<file path="src/rtl/cpu_run_ctrl.sv">
// cpu_run_ctrl
//   Run/step/breakpoint controller for the board-level MIPS CPU. Produces a
//   one-cycle clock enable for the core (which runs on CLK100MHZ with an enable
//   rather than a gated clock) and counts executed instructions.
//
// Ports
//   CLK100MHZ  in   1      board clock, sole clock
//   rst_n      in   1      asynchronous active-low reset
//   mode       in   2      raw switches: 00 HALT, 01 STEP, 10 RUN, 11 RUN_BP
//   step_btn   in   1      raw push button, asynchronous, active-high
//   bp_en      in   1      breakpoint enable (only consulted in RUN_BP)
//   bp_addr    in   PC_W   breakpoint PC
//   pc         in   PC_W   PC of the next instruction the core will execute
//   cpu_ce     out  1      one-cycle enable, one instruction per pulse
//   bp_hit     out  1      high while stopped at a breakpoint
//   state      out  2      0 HALT, 1 STEP, 2 RUN, 3 BREAK
//   retired    out  CNT_W  cpu_ce pulses since reset (wraps)
module cpu_run_ctrl #(
  parameter int RUN_DIV      = 100_000_000,
  parameter int DEBOUNCE_CYC = 1_000_000,
  parameter int PC_W         = 32,
  parameter int CNT_W        = 32
) (
  input  logic             CLK100MHZ,
  input  logic             rst_n,
  input  logic [1:0]       mode,
  input  logic             step_btn,
  input  logic             bp_en,
  input  logic [PC_W-1:0]  bp_addr,
  input  logic [PC_W-1:0]  pc,
  output logic             cpu_ce,
  output logic             bp_hit,
  output logic [1:0]       state,
  output logic [CNT_W-1:0] retired
);

  localparam logic [1:0] S_HALT  = 2'd0;
  localparam logic [1:0] S_STEP  = 2'd1;
  localparam logic [1:0] S_RUN   = 2'd2;
  localparam logic [1:0] S_BREAK = 2'd3;

  localparam int DIV_W = (RUN_DIV > 1) ? $clog2(RUN_DIV) : 1;
  localparam int DB_W  = (DEBOUNCE_CYC > 1) ? $clog2(DEBOUNCE_CYC) : 1;
  localparam logic [DIV_W-1:0] DIV_LAST = DIV_W'(RUN_DIV - 1);
  localparam logic [DB_W-1:0]  DB_LAST  = DB_W'(DEBOUNCE_CYC - 1);

  // Two-flop synchronisers for the asynchronous board inputs.
  logic [1:0]       mode_s1_q, mode_s2_q;
  logic             btn_s1_q, btn_s2_q;

  // Debouncer.
  logic [DB_W-1:0]  db_cnt_q, db_cnt_d;
  logic             db_level_q, db_level_d;
  logic             step_req_q, step_req_d;

  // Run-control FSM and outputs.
  logic [1:0]       state_q, state_d;
  logic [DIV_W-1:0] div_q, div_d;
  logic             ce_q, ce_d;
  logic [CNT_W-1:0] retired_q, retired_d;

  logic [1:0]       mode_tgt;
  logic             fire;
  logic             bp_match;

  // The counter tracks consecutive samples that disagree with the accepted
  // level; any agreeing sample restarts it, so only a stable new level wins.
  always_comb begin
    db_cnt_d   = db_cnt_q;
    db_level_d = db_level_q;
    step_req_d = 1'b0;
    if (btn_s2_q == db_level_q) begin
      db_cnt_d = '0;
    end else if (db_cnt_q == DB_LAST) begin
      db_cnt_d   = '0;
      db_level_d = btn_s2_q;
      step_req_d = btn_s2_q;   // only an accepted press, never a release
    end else begin
      db_cnt_d = db_cnt_q + DB_W'(1);
    end
  end

  // State the synced switches ask for; RUN and RUN_BP share the RUN state.
  always_comb begin
    case (mode_s2_q)
      2'b00:   mode_tgt = S_HALT;
      2'b01:   mode_tgt = S_STEP;
      default: mode_tgt = S_RUN;
    endcase
  end

  assign fire     = (div_q == DIV_LAST);
  assign bp_match = (mode_s2_q == 2'b11) && bp_en && (pc == bp_addr);

  // Mode changes are tested first in every state, so a step request landing
  // in the same cycle is dropped. The divider idles at zero outside RUN,
  // which makes every entry into RUN start a fresh period.
  always_comb begin
    state_d = state_q;
    div_d   = '0;
    ce_d    = 1'b0;
    case (state_q)
      S_HALT: begin
        if (mode_tgt != S_HALT) state_d = mode_tgt;
      end
      S_STEP: begin
        if (mode_tgt != S_STEP) state_d = mode_tgt;
        else if (step_req_q)    ce_d    = 1'b1;
      end
      S_RUN: begin
        if (mode_tgt != S_RUN) begin
          state_d = mode_tgt;
        end else begin
          div_d = fire ? '0 : div_q + DIV_W'(1);
          if (fire) begin
            // The breakpoint instruction itself is held back.
            if (bp_match) state_d = S_BREAK;
            else          ce_d    = 1'b1;
          end
        end
      end
      default: begin // S_BREAK
        if (mode_s2_q != 2'b11) begin
          state_d = mode_tgt;
        end else if (step_req_q) begin
          // Execute the breakpoint instruction, then resume running.
          ce_d    = 1'b1;
          state_d = S_RUN;
        end
      end
    endcase
  end

  // Counted with the pulse itself so retired and cpu_ce move together.
  assign retired_d = ce_d ? retired_q + CNT_W'(1) : retired_q;

  always_ff @(posedge CLK100MHZ or negedge rst_n) begin
    if (!rst_n) begin
      mode_s1_q  <= 2'b00;
      mode_s2_q  <= 2'b00;
      btn_s1_q   <= 1'b0;
      btn_s2_q   <= 1'b0;
      db_cnt_q   <= '0;
      db_level_q <= 1'b0;
      step_req_q <= 1'b0;
      state_q    <= S_HALT;
      div_q      <= '0;
      ce_q       <= 1'b0;
      retired_q  <= '0;
    end else begin
      mode_s1_q  <= mode;
      mode_s2_q  <= mode_s1_q;
      btn_s1_q   <= step_btn;
      btn_s2_q   <= btn_s1_q;
      db_cnt_q   <= db_cnt_d;
      db_level_q <= db_level_d;
      step_req_q <= step_req_d;
      state_q    <= state_d;
      div_q      <= div_d;
      ce_q       <= ce_d;
      retired_q  <= retired_d;
    end
  end

  assign cpu_ce  = ce_q;
  assign bp_hit  = (state_q == S_BREAK);
  assign state   = state_q;
  assign retired = retired_q;

endmodule

</file>
<file path="config.mk">
export PLATFORM = sky130hd
export DESIGN_NAME = cpu_run_ctrl
export DESIGN_NICKNAME = d
export VERILOG_FILES = /design/src/rtl/cpu_run_ctrl.sv
export SDC_FILE = /design/constraint.sdc
export NUM_CORES = 1
export LEC_CHECK = 0
export BUFFER_PORTS_ARGS = -buffer_cell sky130_fd_sc_hd__buf_2
export CAP_MARGIN = 20
export CORE_MARGIN = 5
export CORE_UTILIZATION = 55
export DETAILED_ROUTE_END_ITERATION = 10
export HOLD_SLACK_MARGIN = 0.06
export PLACE_DENSITY = 0.83
export SYNTH_ARGS = -nofsm -noshare
export SYNTH_HDL_FRONTEND = slang
export SYNTH_SLANG_ARGS = --single-unit
export TNS_END_PERCENT = 30
</file>
<file path="constraint.sdc">
create_clock -name CLK100MHZ -period 2.66 [get_ports CLK100MHZ]
set_input_delay 0.532 -clock CLK100MHZ [delete_from_list [all_inputs] [get_ports CLK100MHZ]]
set_output_delay 0.532 -clock CLK100MHZ [all_outputs]
set_load 0.01 [all_outputs]
</file>
==> flow_summary.yaml <==
cells_and_area:
  nets: 652
  regArea_um2: 2252
  syn2layout_area_growth_pct: 19.82
  finalNonFillerCells: 687
  final_util_pct: 66.73
  design_area_um2: 5734
  multiInputGateArea_um2: 2416
  drive_gt1_share_pct: 27.98
  diodes: 0
  nFillCells: 653
detailed_routing:
  wl_mm: 10.77
  first_iter_violations: 164
  wl_per_cell_um: 15.68
  via_per_inst: 5.459
  vias: 3750
  ant_nets: 0
  drc: 0
  firstDrtPassIters: 4
cts:
  post_cts_buffers: 0
  tritoncts: "built"
  clk_latency_ns: 0.35
  clk_path_buf_depth: 2
  cts_resized: 0
  numCtsBuffers: 9
  clkTransAtPathRegs_ns: 0.09
  cts_sinks: 90
  cts_root_buffer: "clkbuf_8"
  htree_levels: 3
  ctsHoldBuffers: 0
status:
  status: "complete, no violations"
yosys:
  yosysTopAreaCellShare_pct: 47.06
  yosysSeqAreaShare_pct: 47.06
  synthTopCellsByArea: "dfrtp_1 (47%), xnor2_1 (9.9%), xor2_1 (9.7%)"
  synth_top_flop_cell: "dfrtp_1"
  synth.ff_latch_count: 90
  netlist_area_um2: 4786
  synth_top_cells_by_count: "dfrtp_1 (90), nor2_1 (62), xnor2_1 (54)"
  yosys_warnings: 0
  yosysMostFrequentCell: "dfrtp_1"
  synth_edf_count: 0
  synth_fp_nets: 536
  ys_async_sr_fraction_pct: 100.0
  syn_avg_cell_area_um2: 10.43
  synthCells: 459
  synth_cell_type_count: 41
  yosys.area.top_type: "dfrtp_1"
floorplan:
  die_width_um: 103.3
  initial_core_util_pct: 55.69
  core_area_um2: 8593
  dieHeight_um: 103.3
  dieArea_um2: 10670
  rows: 34
  io_pins: 106
timing:
  finalMaxSlewViolations: 0
  layout_worst_path_cycle_share_pct: 94.89
  worstMarginPinSlew_ns: 0.6203
  max_slew_margin_pct: 58.55
  layout_min_cycle_time_ns: 2.524
  setup_violations: 0
  fin_tns_setup_ns: 0
  max_freq_mhz: 396.2
  hold_viol_final: 0
  rsz0062_at_grt: "false"
  clock_skew_ns: 0.01170
global_routing:
  grt_pass1_wl_mm: 18.23
  grt.total_usage_pct: 21.98
  grt_max_degree: 40
  gr-total-overflow: 0
  grt_pass1_vias: 3868
  antenna_found_initial: 0
placed_design:
  dpl_cell_area_um2: 5484
  dp_cells: 672
  numPortBuffers: 105
  gp_congestion: 0.8648
  dp_hpwl_mm: 8.049
pwr:
  p_leak_nw: 2.286
  power_density_nw_per_um2: 509.7
  finalPower_w: 0.002923
  ir_drop_v: 0.0003390
hold_path:
  hold_class: "in2async"
worst_setup_path:
  cp.required_ns: 2.93
  worstPathMaxFanout: 15
  crit_start: "div_q[12]$_DFF_PN0_"
  critPathLaunchType: "register"
  cp-end-kind: "register"
  criticalPathCategory: "reg2reg"
  timing.rr.start: "div_q[12]$_DFF_PN0_"
  worstPathArrival_ns: 2.79
run:
  drv_cap: 0
placed cells by master, fill, tap and decap left out, drive strengths merged, types with 12 or more instances in the layout:
cell	Yosys	final
xor2	53	53
dfrtp	90	90
nand2	33	33
xnor2	54	54
buf	7	117
a21oi	12	12
nand3	27	27
nor2	62	62
nand4	25	25
a211oi	14	14
critical path: stages, from the launching register on:
cell and delay (ns):
dfrtp_1 0.43, nor4_1 0.30, nand4_1 0.16, or3_1 0.43, o32a_4 0.44, buf_4 0.23
a211oi_2 0.23, xor2_1 0.22
logic make-up after synthesis:
group	synth area share (%)
DFF	47.06
muxes	0.8889
AOI/OAI and AO/OA	7.948
adders and majority gates	1.830
xor gates and xnor gates	19.58
and+or+nand+nor	20.24
buffers and inverters	2.457
layout make-up:
type / instances / area share, %
Sequential cell: 90 / 39.28
Timing Repair Buffer: 117 / 11.22
Clock buffer: 11 / 2.640
Inverter: 10 / 0.6546
Tap cell: 108 / 2.357
Clock inverter: 4 / 1.724
Multi-Input combinational cell: 347 / 42.13
stage by stage:
stage	setup WS (ns)	hold WS [ns]
after floorplan	0.3787	0.2364
after global placement	0.2636	0.3348
after detailed placement	0.1375	0.3428
after CTS	0.04867	0.1104
after global routing	0.01330	0.1249
final	0.1360	0.1081
worst paths after layout:
check	endpoint	slack [ns]	cells after the start
hold / removal	div_q[26]$_DFF_PN0_	0.11	1
setup / recovery	retired[13]$_DFFE_PN0P_	0.14	7
min in group CLK100MHZ	mode_s1_q[1]$_DFF_PN0_	0.28	1
hold reg to reg	mode_s2_q[0]$_DFF_PN0_	0.36	0
max in group asynchronous	retired[30]$_DFFE_PN0P_	1.92	2
setup reg to reg	retired[13]$_DFFE_PN0P_	0.14	7
routing by layer:
| layer | global-route usage, % | vias up | share of wire [%] |
|---|---|---|---|
| met5 | 0 | - | 0 |
| met4 | 6.474 | 0 | 2.0 |
| met3 | 5.567 | 18 | 3.0 |
| met2 | 36.56 | 62 | 52 |
| met1 | 28.53 | 1861 | 43 |
| li1 | - | 1809 | - |
sequential cells by signal, indices dropped and copies added (netlist names):
name	count
btn_s1_q	1
btn_s2_q	1
cpu_ce	1
db_cnt_q	20
db_level_q	1
div_q	27
mode_s1_q	2
mode_s2_q	2
retired	32
state	2
step_req_q	1
where the power goes:
group	switching (W)	internal [W]	total [W]
registers	0.0000333	0.00139	0.00143
clock network	0.000467	0.000672	0.00114
logic	0.000196	0.000160	0.000356
total	0.000696	0.00223	0.00292
Note: power is estimated with default switching activity, not from simulation.
